$ cat src/rtl/mem_arb_pkg.sv
// Shared types and constants for the memory port arbiter.
package mem_arb_pkg;

  // Arbiter FSM states: one BUSY/RESP pair per requesting port.
  typedef enum logic [2:0] {
    IDLE   = 3'd0,
    BUSY_D = 3'd1,
    BUSY_I = 3'd2,
    RESP_D = 3'd3,
    RESP_I = 3'd4
  } arb_state_e;

  // Low address bits of a legal word access.
  localparam logic [1:0]  WORD_ALIGN_MASK  = 2'b00;

  // Read data substituted when an access times out.
  localparam logic [31:0] ERR_DATA_DEFAULT = 32'hDEADBEEF;

  // True when a byte address points at a word boundary.
  function automatic logic is_word_aligned(input logic [31:0] addr);
    return (addr[1:0] == WORD_ALIGN_MASK);
  endfunction

endpackage

$ cat src/rtl/mem_port_arbiter_watchdog.sv
// Acknowledge watchdog: counts cycles while an access is outstanding and
// flags the last permitted cycle so the arbiter can abort the access.
module arb_watchdog
  import mem_arb_pkg::*;
#(
  parameter int TIMEOUT = 16
) (
  input  logic clk,
  input  logic reset,
  input  logic clear,
  input  logic enable,
  output logic timeout
);

  localparam int CW = $clog2(TIMEOUT + 1);

  logic [CW-1:0] wd_cnt_r;

  // Cycle counter; saturates at TIMEOUT-1 so it can never wrap back to zero.
  always_ff @(posedge clk or posedge reset) begin
    if (reset) begin
      wd_cnt_r <= '0;
    end else if (clear) begin
      wd_cnt_r <= '0;
    end else if (enable && (wd_cnt_r != CW'(TIMEOUT - 1))) begin
      wd_cnt_r <= wd_cnt_r + CW'(1);
    end else begin
      wd_cnt_r <= wd_cnt_r;
    end
  end

  assign timeout = enable && (wd_cnt_r == CW'(TIMEOUT - 1));

endmodule

$ cat src/rtl/mem_port_arbiter.sv
// Shares one single-port, variable-latency memory between the fetch stage
// (read-only) and the memory stage (load/store). Data wins by default; a
// starvation counter forces a fetch grant after STARVE_MAX data grants made
// while fetch was waiting.
module mem_port_arbiter
  import mem_arb_pkg::*;
#(
  parameter int          STARVE_MAX = 4,
  parameter int          TIMEOUT    = 16,
  parameter logic [31:0] ERR_DATA   = ERR_DATA_DEFAULT
) (
  input  logic        clk,
  input  logic        reset,
  input  logic        if_req,
  input  logic [31:0] if_addr,
  output logic [31:0] if_rdata,
  output logic        if_ready,
  input  logic        dm_req,
  input  logic        dm_we,
  input  logic [31:0] dm_addr,
  input  logic [31:0] dm_wdata,
  output logic [31:0] dm_rdata,
  output logic        dm_ready,
  output logic        mem_en,
  output logic        mem_we,
  output logic [31:0] mem_addr,
  output logic [31:0] mem_wdata,
  input  logic [31:0] mem_rdata,
  input  logic        mem_ack,
  output logic        stall_f,
  output logic        stall_m,
  output logic        align_err,
  output logic        bus_err
);

  localparam int SW = $clog2(STARVE_MAX + 1);

  arb_state_e    state_r;
  logic [SW-1:0] starve_cnt_r;
  logic          grant_d_s;
  logic          grant_i_s;
  logic          busy_s;
  logic          wd_timeout_s;

  assign busy_s = (state_r == BUSY_D) || (state_r == BUSY_I);

  arb_watchdog #(
    .TIMEOUT (TIMEOUT)
  ) u_watchdog (
    .clk     (clk),
    .reset   (reset),
    .clear   (~busy_s),
    .enable  (busy_s),
    .timeout (wd_timeout_s)
  );

  // Grant decision, only meaningful while the FSM is idle.
  always_comb begin
    grant_d_s = 1'b0;
    grant_i_s = 1'b0;
    if (state_r == IDLE) begin
      grant_d_s = dm_req && !(if_req && (starve_cnt_r == SW'(STARVE_MAX)));
      grant_i_s = !grant_d_s && if_req;
    end else begin
      grant_d_s = 1'b0;
      grant_i_s = 1'b0;
    end
  end

  // Stalls are held low while reset is asserted so the pipeline sees a clean
  // release even if a requester keeps its request up through reset.
  assign stall_f = if_req & ~if_ready & ~reset;
  assign stall_m = dm_req & ~dm_ready & ~reset;

  // Arbiter FSM with registered memory strobes, ready pulses and error pulses.
  always_ff @(posedge clk or posedge reset) begin
    if (reset) begin
      state_r      <= IDLE;
      starve_cnt_r <= '0;
      mem_en       <= 1'b0;
      mem_we       <= 1'b0;
      mem_addr     <= 32'h0;
      mem_wdata    <= 32'h0;
      if_rdata     <= 32'h0;
      dm_rdata     <= 32'h0;
      if_ready     <= 1'b0;
      dm_ready     <= 1'b0;
      align_err    <= 1'b0;
      bus_err      <= 1'b0;
    end else begin
      if_ready  <= 1'b0;
      dm_ready  <= 1'b0;
      align_err <= 1'b0;
      bus_err   <= 1'b0;
      case (state_r)
        IDLE: begin
          // Starvation bookkeeping: only data grants made over a waiting
          // fetch count; any other idle cycle resets the count.
          if (grant_d_s && if_req) begin
            if (starve_cnt_r == SW'(STARVE_MAX)) begin
              starve_cnt_r <= starve_cnt_r;
            end else begin
              starve_cnt_r <= starve_cnt_r + SW'(1);
            end
          end else begin
            starve_cnt_r <= '0;
          end

          if (grant_d_s) begin
            mem_addr  <= dm_addr;
            mem_wdata <= dm_wdata;
            if (is_word_aligned(dm_addr)) begin
              mem_en  <= 1'b1;
              mem_we  <= dm_we;
              state_r <= BUSY_D;
            end else begin
              mem_en    <= 1'b0;
              mem_we    <= 1'b0;
              dm_rdata  <= 32'h0;
              dm_ready  <= 1'b1;
              align_err <= 1'b1;
              state_r   <= RESP_D;
            end
          end else if (grant_i_s) begin
            mem_addr  <= if_addr;
            mem_wdata <= 32'h0;
            mem_we    <= 1'b0;
            if (is_word_aligned(if_addr)) begin
              mem_en  <= 1'b1;
              state_r <= BUSY_I;
            end else begin
              mem_en    <= 1'b0;
              if_rdata  <= 32'h0;
              if_ready  <= 1'b1;
              align_err <= 1'b1;
              state_r   <= RESP_I;
            end
          end else begin
            state_r <= IDLE;
          end
        end

        BUSY_D: begin
          if (mem_ack) begin
            // A store leaves the load-data register untouched.
            if (!mem_we) begin
              dm_rdata <= mem_rdata;
            end else begin
              dm_rdata <= dm_rdata;
            end
            mem_en   <= 1'b0;
            mem_we   <= 1'b0;
            dm_ready <= 1'b1;
            state_r  <= RESP_D;
          end else if (wd_timeout_s) begin
            mem_en   <= 1'b0;
            mem_we   <= 1'b0;
            dm_rdata <= ERR_DATA;
            dm_ready <= 1'b1;
            bus_err  <= 1'b1;
            state_r  <= RESP_D;
          end else begin
            state_r <= BUSY_D;
          end
        end

        BUSY_I: begin
          if (mem_ack) begin
            mem_en   <= 1'b0;
            if_rdata <= mem_rdata;
            if_ready <= 1'b1;
            state_r  <= RESP_I;
          end else if (wd_timeout_s) begin
            mem_en   <= 1'b0;
            if_rdata <= ERR_DATA;
            if_ready <= 1'b1;
            bus_err  <= 1'b1;
            state_r  <= RESP_I;
          end else begin
            state_r <= BUSY_I;
          end
        end

        RESP_D, RESP_I: begin
          mem_en  <= 1'b0;
          mem_we  <= 1'b0;
          state_r <= IDLE;
        end

        default: begin
          mem_en  <= 1'b0;
          mem_we  <= 1'b0;
          state_r <= IDLE;
        end
      endcase
    end
  end

endmodule
$ cat config.mk
export PLATFORM = sky130hd
export DESIGN_NAME = mem_port_arbiter
export DESIGN_NICKNAME = d
export VERILOG_FILES = /design/src/rtl/mem_arb_pkg.sv /design/src/rtl/mem_port_arbiter_watchdog.sv /design/src/rtl/mem_port_arbiter.sv
export SDC_FILE = /design/constraint.sdc
export NUM_CORES = 1
export LEC_CHECK = 0
export ABC_AREA = 1
export BUFFER_PORTS_ARGS = -buffer_cell sky130_fd_sc_hd__buf_2
export CELL_PAD_IN_SITES_DETAIL_PLACEMENT = 0
export CELL_PAD_IN_SITES_GLOBAL_PLACEMENT = 1
export CORE_MARGIN = 5
export CORE_UTILIZATION = 31
export CTS_CLUSTER_DIAMETER = 40
export DETAILED_ROUTE_END_ITERATION = 10
export MAX_ROUTING_LAYER = met4
export PLACE_DENSITY = 0.81
export SYNTH_ARGS = -nofsm -noshare
export SYNTH_HDL_FRONTEND = slang
export SYNTH_SLANG_ARGS = --single-unit
$ cat constraint.sdc
create_clock -name clk -period 4.4 [get_ports clk]
set_clock_uncertainty 0.15 [all_clocks]
set_input_delay 0.66 -clock clk [delete_from_list [all_inputs] [get_ports clk]]
set_output_delay 0.66 -clock clk [all_outputs]
set_load 0.05 [all_outputs]
==> results by group <==
GRT
  • First-pass GRT wire length: about 32 mm
  • Overflow after GRT: 0
  • Vias in the first global route: 5,847
  • Largest net degree at the start of global routing: 80
  • Initial antenna violation count: 2
  • Global-route usage over all layers: 17.6%

Critical path
  • CP delay by family, top: simple AND/OR/NAND/NOR gates
  • CP bufs+invs: 1
  • WP data arrival: 2.81 ns
  • Startpoint types: register
  • Worst Reg-to-Reg Cells: 5
  • Critical path endpoint: mem_wdata[18]$_DFFE_PP0P_
  • WP depth: 5
  • Worst path slowest cell: inv_2
  • R2r startpoint: state_r[0]$_DFF_PP0_
  • Critical Path Source: state_r[0]$_DFF_PP0_
  • Critical-path cell list: nor2_4 > nand2_4 > nor2_4 > inv_2 > a22o_1
  • Crit path kind: register to register
  • Max incr delay on CP: 0.65 ns
  • Maximum fanout along the worst path: 65
  • Reg2Reg Setup Slack: 1.74 ns
  • Worst r2r dst: mem_wdata[18]$_DFFE_PP0P_
  • Req. time, crit path: 4.55 ns
  • CP endpoint kind: register
  • Critical path's most frequent cell: nor2_4

Placement
  • Placed Instances: between 1,000 and 1,500
  • Port-buffer cells: around 270
  • DP Wirelength: 14.5 mm
  • Routability cong.: 0.818

Run
  • Max-Cap Viols: 0

Synth
  • Syn Area/Cell: 8.41 sq um
  • Total number of yosys warnings: 0
  • Seq/Total Area, Yosys: between 50% and 60%
  • #FFs+latches synth: 145
  • Count of cell types in the netlist: 30
  • Post-synthesis net count: 900
  • Cell area after synthesis: ~6400 sq um
  • Post-Synthesis Cells: about 760

STA
  • RSZ-0062 raised after global routing: no
  • Final hold viol count: 0
  • Max-slew headroom: 25.4%
  • Setup_tns: 0 ns
  • Fmax: 0.376 GHz
  • Setup violations, final: 0
  • Fin crit share: 60.5%
  • Min Tclk post-route: 2.66 ns
  • Measured slew at the worst slew-check pin: 1.12 ns
  • Max-slew violations: 0

Clock network
  • Cts hold-fix bufs: 0
  • H-tree levels: 4
  • # Post-CTS Setup Buffers: 0
  • TritonCTS Sinks: 145
  • Clock latency on the worst-skew pair: 0.41 ns
  • Clock Path Buffers: 2
  • Root Driver: clkbuf_16
  • Cells resized by post-CTS repair: 0
  • CTS Buf Count: 17
  • CTS tree: done
  • Worst-path clk slew: about 0.060 ns

Layout
  • Most common cell after layout, fill and taps aside: nand2_1
  • Nets: 1,153
  • Commonest cells after routing, fill and taps aside: 360 x nand2_1, 269 x buf_2, 145 x dfrtp_1
  • Final cell count without fillers: 1,300
  • Share of cells above drive strength 1: 32.7%
  • Area Growth Syn to Fin: 33.3%

Drt
  • DR vias/cell: 4.50
  • DRC Markers: 0
  • Initial DRC count: 365
  • Routed length per instance: around 16 microns
  • Vias: 5,846
  • First drt pass iteration count: 5
  • WL final: 20.5 mm
  • Post-route ant nets: 0

Worst hold path
  • Hold crit path type: register to register
  • Hold Path Origin: dm_rdata[20]$_DFFE_PP0P_

Power
  • Switching share of total power: 52.5%
  • Comb pwr share: about 52%
  • Pwr Density: 902 nW/um^2
  • Leakage: 5.03 nW
  • Clock Power Share: 19.0%
  • Sequential Power Share: 28.8%
  • Maximum vdd drop: 0.304 mV
  • P_int: 3.66 mW
  • Sw Pwr: 4.04 mW

Floorplan
  • IO Count: 270
  • Initial core utilization: 31.6%
  • Die area: 23,600 sq um
  • Core box area: approximately 20,000 sq um
  • Die height: 154 microns
  • Die W: 154 microns
  • Row count: 52

Run status
  • Status: complete, no violations
-- stage by stage --
stage,area [sq um],setup slack [ns],power [mW],hold slack [ns],utilization (%)
floorplan,6410,0.457,5.27,0.322,-
global route,8540,1.55,8.14,0.305,42.1
CTS,8540,1.72,7.79,0.301,42.0
detailed placement,7940,1.50,6.30,0.305,39.1
finish,8540,1.74,7.70,0.317,42.1
global placement,7940,1.58,6.26,0.300,39.1
-- cells in the mapped netlist, drive strengths merged --
| cell type | count | area share, % |
|---|---|---|
| ha | 4 | 0.78 |
| o2111ai | 1 | 0.14 |
| inv | 37 | 2.2 |
| nor3b | 1 | 0.12 |
| a22o | 32 | 4.4 |
| xor2 | 1 | 0.14 |
| xnor2 | 1 | 0.14 |
| or2 | 14 | 1.4 |
| nor2 | 37 | 2.6 |
| buf | 30 | 2.6 |
| nand2 | 364 | 22 |
| o22ai | 1 | 0.098 |
| o21ai | 10 | 0.84 |
| a21oi | 1 | 0.078 |
| nor3 | 1 | 0.078 |
| nand4 | 3 | 0.29 |
| and3 | 1 | 0.098 |
| nand3 | 67 | 5.2 |
| clkbuf | 11 | 0.64 |
| dfrtp | 145 | 57 |
-- power groups by stage --
stage               sequential (mW)  combinational, mW  clock (mW)
floorplan                      4.02               1.25           0
global placement               2.23               4.03           0
detailed placement             2.22               4.08           0
CTS                            2.22               4.08        1.50
global route                   2.28               4.31        1.55
finish                         2.22               4.03        1.46
-- worst min path at each step --
stage	endpoint	slack [ns]	cells past startpoint
3_5_place_dp	dm_rdata[20]$_DFFE_PP0P_	0.30	2
3_3_place_gp	dm_rdata[0]$_DFFE_PP0P_	0.30	2
5_1_grt	mem_wdata[8]$_DFFE_PP0P_	0.30	2
4_1_cts	mem_wdata[16]$_DFFE_PP0P_	0.30	2
2_1_floorplan	starve_cnt_r[0]$_DFFE_PP0P_	0.32	1
6_report	dm_rdata[20]$_DFFE_PP0P_	0.32	2
-- area by class of cell --
type / instances / area (sq um)
fill: 2075 / 11800
sequential: 145 / 3630
multi-input combinational: 539 / 2440
timing repair buffer: 275 / 1390
clock buffer: 21 / 470
tap: 270 / 338
inverter: 37 / 143
clock inverter: 11 / 129
antenna: 2 / 5.00
-- state kept, by name, summed over array words and instances, names as in the netlist --
signal	cells
u_watchdog.wd_cnt_r	5
state_r	3
if_rdata	32
starve_cnt_r	3
align_err	1
if_ready	1
mem_wdata	32
bus_err	1
mem_we	1
dm_ready	1
mem_addr	32
dm_rdata	32
mem_en	1
-- metal layers --
metal	GRT usage [%]	part of all wire (%)	vias up
li1	-	-	2914
met1	21.5	43	2768
met2	29.2	51	137
met3	3.82	4.4	27
met4	5.55	2.0	0
met5	-	0	-
-- worst min-delay path, cell delays in order (launching register included) --
cell     delay, ns
dfrtp_1       0.34
nand2_1       0.05
nand2_1       0.05
-- kinds of logic (layout without fill, tap and decap cells) --
kind of cell,count (synthesis),in the layout,share of synthesized area (%)
AND/OR/NAND/NOR,488,488,31.4
flip-flops,145,145,56.7
buffers and inverters,78,344,5.41
AO/OA/AOI/OAI,45,45,5.53
adder cells (fa/ha/maj),4,4,0.781
XOR/XNOR,2,2,0.274
other,0,2,0
(Power assumes the default switching activity.)
